## src/rtl/grey_step_sequencer.sv

```systemverilog
// Two-phase Gray-code step sequencer.
// It accepts a command (direction, step count, inter-step interval) with a
// valid/ready handshake. It then walks a 2-bit Gray phase one position per
// interval. The phase persists between commands. A command can be aborted.
// Reset abandons any running command silently.
module grey_step_sequencer #(
  parameter int STEP_W = 16,
  parameter int DIV_W  = 16
) (
  input  logic              i_clk,
  input  logic              i_rst,
  input  logic              i_cmdValid,
  output logic              o_cmdReady,
  input  logic              i_cmdDir,
  input  logic [STEP_W-1:0] i_cmdSteps,
  input  logic [DIV_W-1:0]  i_cmdInterval,
  input  logic              i_abort,
  output logic [1:0]        o_greyCode,
  output logic              o_busy,
  output logic              o_done,
  output logic [STEP_W-1:0] o_stepsLeft
);

  typedef enum logic {IDLE = 1'b0, RUN = 1'b1} state_t;

  state_t              state_reg, state_next;
  logic [1:0]          grey_reg, grey_next;
  logic [STEP_W-1:0]   steps_reg, steps_next;
  logic [DIV_W-1:0]    cnt_reg, cnt_next;
  logic [DIV_W-1:0]    interval_reg, interval_next;
  logic                dir_reg, dir_next;
  logic                done_reg, done_next;

  logic                accept;
  logic [DIV_W-1:0]    eff_interval;

  // Forward walk: 00 -> 01 -> 11 -> 10 -> 00
  function automatic logic [1:0] grey_fwd(input logic [1:0] g);
    case (g)
      2'b00:   grey_fwd = 2'b01;
      2'b01:   grey_fwd = 2'b11;
      2'b11:   grey_fwd = 2'b10;
      default: grey_fwd = 2'b00;
    endcase
  endfunction

  // Reverse walk: 00 -> 10 -> 11 -> 01 -> 00
  function automatic logic [1:0] grey_rev(input logic [1:0] g);
    case (g)
      2'b00:   grey_rev = 2'b10;
      2'b10:   grey_rev = 2'b11;
      2'b11:   grey_rev = 2'b01;
      default: grey_rev = 2'b00;
    endcase
  endfunction

  // Handshake and the effective interval (an interval of 0 runs as 1)
  always_comb begin
    accept       = i_cmdValid && o_cmdReady;
    eff_interval = (i_cmdInterval == '0) ? DIV_W'(1) : i_cmdInterval;
  end

  // State register: reset clears everything, including the latched command
  always_ff @(posedge i_clk) begin
    if (i_rst) begin
      state_reg    <= IDLE;
      grey_reg     <= 2'b00;
      steps_reg    <= '0;
      cnt_reg      <= '0;
      interval_reg <= '0;
      dir_reg      <= 1'b0;
      done_reg     <= 1'b0;
    end else begin
      state_reg    <= state_next;
      grey_reg     <= grey_next;
      steps_reg    <= steps_next;
      cnt_reg      <= cnt_next;
      interval_reg <= interval_next;
      dir_reg      <= dir_next;
      done_reg     <= done_next;
    end
  end

  // Next-state logic: acceptance, step timing, completion and abort
  always_comb begin
    state_next    = state_reg;
    grey_next     = grey_reg;
    steps_next    = steps_reg;
    cnt_next      = cnt_reg;
    interval_next = interval_reg;
    dir_next      = dir_reg;
    done_next     = 1'b0;
    case (state_reg)
      IDLE: begin
        // Abort is meaningless here, so it is not looked at
        if (accept) begin
          dir_next      = i_cmdDir;
          interval_next = eff_interval;
          if (i_cmdSteps != '0) begin
            state_next = RUN;
            steps_next = i_cmdSteps;
            // Counting down from N puts the first step N edges after acceptance
            cnt_next   = eff_interval;
          end else begin
            steps_next = '0;
            done_next  = 1'b1;
          end
        end
      end
      RUN: begin
        if (i_abort) begin
          // Abort wins over a coincident step; phase and count freeze
          state_next = IDLE;
          done_next  = 1'b1;
        end else if (cnt_reg <= DIV_W'(1)) begin
          grey_next  = dir_reg ? grey_rev(grey_reg) : grey_fwd(grey_reg);
          steps_next = steps_reg - STEP_W'(1);
          cnt_next   = interval_reg;
          if (steps_reg == STEP_W'(1)) begin
            state_next = IDLE;
            done_next  = 1'b1;
          end
        end else begin
          cnt_next = cnt_reg - DIV_W'(1);
        end
      end
      default: state_next = IDLE;
    endcase
  end

  // Output logic: ready is held off during reset so no command slips in
  always_comb begin
    o_cmdReady  = (state_reg == IDLE) && !i_rst;
    o_busy      = (state_reg == RUN);
    o_done      = done_reg;
    o_greyCode  = grey_reg;
    o_stepsLeft = steps_reg;
  end

endmodule

```

## config.mk

```make
export PLATFORM = sky130hd
export DESIGN_NAME = grey_step_sequencer
export DESIGN_NICKNAME = d
export VERILOG_FILES = /design/src/rtl/grey_step_sequencer.sv
export SDC_FILE = /design/constraint.sdc
export NUM_CORES = 1
export LEC_CHECK = 0
export ABC_AREA = 1
export BUFFER_PORTS_ARGS = -buffer_cell sky130_fd_sc_hd__buf_2
export CORE_UTILIZATION = 35
export CTS_CLUSTER_DIAMETER = 50
export DETAILED_ROUTE_END_ITERATION = 10
export SLEW_MARGIN = 15
export SYNTH_ARGS = -nofsm -noshare
export SYNTH_HDL_FRONTEND = slang
export SYNTH_SLANG_ARGS = --single-unit
```

## constraint.sdc

```tcl
create_clock -name i_clk -period 1.6 [get_ports i_clk]
set_input_delay 0.32 -clock i_clk [delete_from_list [all_inputs] [get_ports i_clk]]
set_output_delay 0.32 -clock i_clk [all_outputs]
set_load 0.05 [all_outputs]
```

==> results of run 1 <==
-- synth_stat cells, drive strengths merged --
library cell / instances
a21oi: 28
a31oi: 1
and2: 1
buf: 13
clkbuf: 7
clkinv: 1
dfxtp: 53
ha: 4
inv: 83
nand2: 174
nand3: 74
nand3b: 2
nand4: 6
nor2: 115
nor3: 6
o21ai: 46
o31ai: 1
or2: 6
xnor2: 1
xor2: 1
-- stage by stage --
step	power [mW]	instances
after detailed placement	3.025	858
after CTS	3.908	866
after floorplan	2.474	623
after global placement	3.012	858
final	3.970	869
after global routing	4.218	869
-- metal layers --
layer | track usage | vias to the layer above
li1 | - | 2183
met1 | 0.3396 | 1898
met2 | 0.3410 | 123
met3 | 0.02218 | 6
met4 | 0.03792 | 0
met5 | 0 | -
-- worst max path at each step --
stage,from,endpoint,slack (ps),cells after the start
after global routing,cnt_reg[0],o_stepsLeft[14],-160,12
after detailed placement,cnt_reg[1],cnt_reg[10],-120,12
after floorplan,i_rst,cnt_reg[14],-1,10
after global placement,cnt_reg[1],cnt_reg[10],-70,12
final,cnt_reg[0],o_stepsLeft[14],-70,12
after CTS,cnt_reg[1],o_stepsLeft[14],-60,12
-- final cells by class --
type	instances	area, um2
fillers	1039	5092
multi-input cells	466	2278
flip-flops and latches	53	1076
repair buffers	125	830.8
inverters	84	322.8
well taps	133	166.4
clock buffers	5	68.82
clock inverters	3	28.78
-- placed cells by master, fill, tap and decap left out, types with 3 or more instances in the layout --
master    instances
nor2_2            9
inv_2             3
dfxtp_4           3
dfxtp_1          47
dfxtp_2           3
clkbuf_8          5
inv_4             3
o21ai_1          10
nor2_4            6
nand4_1           6
or2_4             3
nand3_1          69
inv_1            77
a21oi_1          23
nor3_1            5
buf_2            56
a21oi_2           4
o21ai_0          36
nand2_2           8
nand2_4           6
nand3_2           4
nand2_1         160
nor2_1           99
buf_4            65
-- kinds of logic (layout without fill, tap and decap cells) --
group / after synthesis / count (layout) / share of synthesized area
AO/OA/AOI/OAI: 76 / 76 / 0.1121
AND/OR/NAND/NOR: 384 / 384 / 0.4614
XOR/XNOR: 2 / 2 / 0.004876
adder cells (fa/ha/maj): 4 / 4 / 0.01393
buffers and inverters: 104 / 217 / 0.1125
flip-flops: 53 / 53 / 0.2953
-- report_power, final --
| part | total (mW) | leakage [nW] | switching, mW | internal (mW) |
|---|---|---|---|---|
| registers | 1.53 | 0.440 | 0.102 | 1.42 |
| logic | 1.57 | 1.98 | 0.957 | 0.611 |
| clock network | 0.877 | 0.0511 | 0.544 | 0.333 |
| total | 3.97 | 2.47 | 1.60 | 2.37 |
-- worst max-delay path, stage by stage, from the launching register on --
cell and delay (ps):
dfxtp_4 380, inv_4 60, ha_4 120, inv_2 40, nand2_2 70, nand2_2 60
nor2_4 150, nand3_4 140, a21oi_4 200, buf_12 160, nand2_1 60, nor2_1 80
nor2_1 50
-- repair_timing --
action | in CTS | in global routing
endpoints found under the hold margin | 0 | 0
buffers inserted | 0 | 3
setup endpoints to repair | 34 | 35
pin swaps | 2 | 6
gates resized for setup | 11 | 36
hold buffers | 0 | 0
==> metrics, run 1 <==
number of max-slew violations in the final report 0; Critical Path Fanout Max 17; data required time of the critical path 1830 ps; Yosys top cell by area dfxtp_1; maximum ir drop on the vdd rail 0.4298 mV; global-route usage over all layers 0.2226; unrepaired setup endpoints after global routing yes; top achievable clock speed 598.4 MHz; reg-to-reg critical path endpoint o_stepsLeft[14]; type of the worst setup path register to register; H-tree levels 2; final-layout setup total negative slack -477.9 ps; CP Capture Type register; overflow left after global routing 0; number of warnings issued by yosys 0; leakage power summed over all cells 2.470 nW; register bit total from synthesis 53; min-delay worst type primary input to register; via count 4210; synthesized area per cell 5.768 um2; WL/cell 13.03 um; die height 103.3 um; failing checks negative setup slack; count of antenna diodes in the layout 0; top routing layer in use met4; final RePlAce weighted congestion 0.9087; number of global-route vias before repair 3728; data arrival time of the critical path 1900 ps; worst hold slack across all endpoints 187.3 ps; Hold Path Depth 3; count of antenna-violating nets left after detailed routing 0; drt initial violations 224; final setup skew 10.58 ps; pre-CTS setup slack -119.9 ps; gate count of the mapped netlist 623; portion of the post-synthesis area used by sequential elements 0.2953; hold wc startpoint i_cmdDir; Final Core Density 0.4838; power density cells 832.0 nW/um2; distinct cell type count of the synthesized netlist 34; global-route wire length before repair 18.44 mm; CTS clock-pin slew for the worst setup and hold paths 120 ps; r2r setup slk -70 ps; Clk Tree Root Cell clkbuf_8; Die Footprint 10680 um2; TritonCTS clock tree built; count of boundary I/O pins 58; Max clock buf depth 2; met1 WL 5.662 mm; relative slew slack 0.7782; number of antenna violations at the first check in global routing 0; initial cell density of the core 0.3643; hold path endpoint dir_reg; Remaining DRCs 0; startpoint types register; worst-margin pin slew 330.1 ps; routed length on met3 659 um; share of cells above drive strength 1 0.2622; launching point of the worst reg2reg path cnt_reg[0]; fraction of synthesized cell area taken by the top area cell type 0.2953; mapped cell area 3593 um2; number of maximum-capacitance constraint violations 0; die width 103.3 um; synthesis-to-layout area growth 32.80%; top post-synthesis cells by area dfxtp_1 30%, nand2_1 17%, nor2_1 12%; first-pass iteration count of the detailed router 5; final-stage net count 776; ratio of routed vias to standard cells 4.845; detailed-routed wire length on met2 4.940 mm; Core Region 9864 um2; synthesized net count 664; pin count of the biggest net entering global routing 38; post-route fraction of the period consumed by the critical path 1.044; post-route cell area 4772 um2; Routed WL 11.32 mm; result of the run finished, violations left; standard-cell row count 36; crit path time final 1671 ps; Port Buffer Count 57; final hold violation count 0; Final setup viols 19; Sink Count 53; clock latency on the worst-skew pair 330 ps; sum of net half-perimeters after detailed placement 8.608 mm; setup slack of the critical path after layout -71.04 ps; depth of the most critical reg-to-reg path 12; placement-stage cell area 4513 um2; CTS buffer count 5
No activity file was read; power rests on OpenSTA's default activity.
==> run 2, diff against run 1 <==
ABC_AREA = unset   (was 1)
==> metrics, run 2 <==
result of the run finished, violations left; failing checks negative setup slack; global-route wire length before repair 17.93 mm (-2.8%); post-synthesis xor/xnor area fraction 0.02979 (+0.02491); number of max-slew violations in the final report 0 (unchanged); count of antenna-violating nets left after detailed routing 0 (unchanged); post-layout power 4.256 mW (+7.2%); first-pass iteration count of the detailed router 7 (+2); startpoint types register; CTS Hold Buffers Added 0 (unchanged); crit path time final 2056 ps (+385.3 ps); Core Region 8848 um2 (-10%); reg-to-reg critical path endpoint cnt_reg[6]; WL/cell 16.18 um (+24%); commonest cells in the synthesized netlist 53 x dfxtp_1, 53 x nand2_1, 37 x a21oi_1; Critical Path Fanout Max 4 (-13); CTS buffer count 5 (unchanged); Die Footprint 9630 um2 (-9.8%); initial cell density of the core 0.3655 (+0.001244); gate count of the mapped netlist 421 (-32%); family with the most delay on the worst path simple AND/OR/NAND/NOR gates; Port Buffer Count 57 (unchanged); most common cell after layout, fill and taps aside buf_4; data required time of the critical path 1840 ps (about the same); distinct cell type count of the synthesized netlist 57 (+68%); Yosys top cell by area dfxtp_1; Routed WL 10.85 mm (-4.1%); synthesized net count 462 (-30%); mapped cell area 3234 um2 (-10%); sequence of cells on the critical path or4_4, buf_4, nor3_4, buf_4, a211oi_1, o311a_1, a211oi_2; final hold violation count 0 (unchanged); synthesized area per cell 7.683 um2 (+33%); overflow left after global routing 0 (unchanged); Compound-Gate Fraction of Synth Area 0.2603 (+0.1482); global-route usage over all layers 0.2302 (+0.007584); Hold Path Depth 3 (unchanged); pin count of the biggest net entering global routing 63 (+66%); launching point of the worst reg2reg path cnt_reg[5]; H-tree levels 2 (unchanged); CP Capture Type register; r2r setup slk -460 ps (-390 ps); portion of the post-synthesis area used by sequential elements 0.3280 (+0.03278); number of antenna violations at the first check in global routing 0 (unchanged); combinational family with the most area after synthesis simple AND/OR/NAND/NOR gates; die width 98.13 um (-5.0%); relative slew slack 0.5663 (-0.2119); mux cell area share after synthesis 0.006576 (+0.006576); setup slack of the critical path after layout -456.4 ps (-385.3 ps); synthesis-to-layout area growth 48.24%; number of maximum-capacitance constraint violations 0 (unchanged); final setup skew 7.825 ps (-2.759 ps); leading register cell type out of synthesis dfxtp_1; CTS clock-pin slew for the worst setup and hold paths 100 ps (-20 ps); via count 3741 (-11%); post-route fraction of the period consumed by the critical path 1.285 (+0.2408); leakage power summed over all cells 2.005 nW (-19%); simple-gate area share of the yosys netlist 0.3075 (-0.1538); number of warnings issued by yosys 0 (unchanged); number of global-route vias before repair 3599 (-3.5%); standard-cell row count 34 (-5.6%); top achievable clock speed 486.3 MHz (-19%); highest cell delay on the worst timing path 540 ps (+160 ps); CP max stage cell or4_4; worst-margin pin slew 650.5 ps (+320.4 ps); number of enable-type register cells in the synthesized netlist 0 (unchanged); ys async rst share 0 (unchanged); TritonCTS clock tree built; Worst Setup SP cnt_reg[5]; Most common cell on crit path buf_4; fraction of synthesized cell area taken by the top area cell type 0.3280 (+0.03278); final-layout setup total negative slack -13960 ps (-13480 ps); maximum ir drop on the vdd rail 0.4233 mV (-1.5%); count of boundary I/O pins 58 (unchanged); adder-cell share of the synthesized area 0.01547 (+0.001546); share of cells above drive strength 1 0.4227 (+0.1605); top post-synthesis cells by area dfxtp_1 33%, nand2_1 6.2%, a21oi_1 5.7%; power density cells 887.7 nW/um2 (+6.7%); sum of net half-perimeters after detailed placement 7.889 mm (-8.4%); hold path endpoint dir_reg; Sink Count 53 (unchanged); data arrival time of the critical path 2300 ps (+400 ps); min-delay worst type primary input to register; die height 98.13 um (-5.0%); type of the worst setup path register to register; Final setup viols 36 (+17); depth of the most critical reg-to-reg path 7 (-5); unrepaired setup endpoints after global routing yes; commonest cells after routing, fill and taps aside 99 x buf_4, 56 x buf_2, 50 x nand2_1; clock latency on the worst-skew pair 320 ps (about the same); hold wc startpoint i_cmdDir; ratio of routed vias to standard cells 5.575 (+15%); Clk Tree Root Cell clkbuf_8; buffers and inverters on the worst path 2 (-1); count of antenna diodes in the layout 0 (unchanged); drt initial violations 193 (-14%); register bit total from synthesis 53 (unchanged); final-stage net count 603 (-22%); Remaining DRCs 0 (unchanged); Max clock buf depth 2 (unchanged); final RePlAce weighted congestion 0.8566 (-5.7%)
run 2: cell types whose count changed after synthesis, moves of 14 or more:
cell	change
nand2_1	-113
nor2_1	-80
nor4_1	+14
nand3_1	-60
a211oi_1	+18
o21ai_0	-24
nand3b_1	+16
inv_1	-73
clkbuf_1	+15
run 2: worst reg2reg max path, stage by stage, from the launching register on:
cell	delay, ps
dfxtp_2	330
or4_4	540
buf_4	170
nor3_4	190
buf_4	170
a211oi_1	80
o311a_1	300
a211oi_2	210
run 2: kinds of logic (layout without fill, tap and decap cells):
kind of cell / count (synthesis) / count (layout)
buf+inv: 38 / 180
compound gates: 124 / 124
fa+ha+maj: 4 / 4
flops: 53 / 53
simple gates: 189 / 189
xor+xnor: 11 / 11
mux: 2 / 2
run 2: routing by layer:
layer	vias to the layer above	track usage	routed length, um
met4	0	0.06429	116
met2	128	0.3613	4934
met1	1758	0.3319	5197
li1	1841	-	-
met5	-	0	0
met3	14	0.02792	607
run 2: how the worst max path moves through the flow:
stage                       to  slack (ps)  depth (start not counted)
5_1_grt             cnt_reg[1]        -510                          6
6_report            cnt_reg[6]        -460                          7
3_5_place_dp   o_stepsLeft[10]        -520                          6
2_1_floorplan   o_stepsLeft[5]        -460                          7
4_1_cts            cnt_reg[14]        -470                          8
3_3_place_gp   o_stepsLeft[10]        -530                          6
run 2: power by group:
| group | internal, mW | total, mW | switching (mW) |
|---|---|---|---|
| Sequential | 1.42 | 1.48 | 0.0617 |
| Clock | 0.559 | 1.04 | 0.479 |
| Combinational | 0.779 | 1.74 | 0.961 |
run 2: cell type report:
cell class | instances | area (um2)
well taps | 108 | 135.1
clock inverters | 2 | 35.03
repair buffers | 164 | 1151
fillers | 850 | 4054
flip-flops and latches | 53 | 1087
clock buffers | 6 | 93.84
multi-input cells | 330 | 2262
inverters | 8 | 30.03
run 2: repair_timing:
| action | 4_1_cts | 5_1_grt |
|---|---|---|
| setup buffers | 2 | 0 |
| gates cloned | 2 | 0 |
| pin swaps | 8 | 9 |
| setup endpoints to repair | 37 | 36 |
| resized for setup | 29 | 23 |
run 2: through the flow:
stage | cell area, um2 | hold WS (ps) | instances | setup slack [ps] | utilization
final | 4795 | 186.6 | 671 | -456.4 | 0.5419
after global routing | 4795 | 195.7 | 671 | -511.4 | 0.5419
after CTS | 4727 | 181.4 | 672 | -467.9 | 0.5342
after detailed placement | 4425 | 471.2 | 660 | -524.9 | 0.5001
after global placement | 4425 | 462.4 | 660 | -527.8 | 0.5001
after floorplan | 3363 | 419.0 | 421 | -459.6 | -
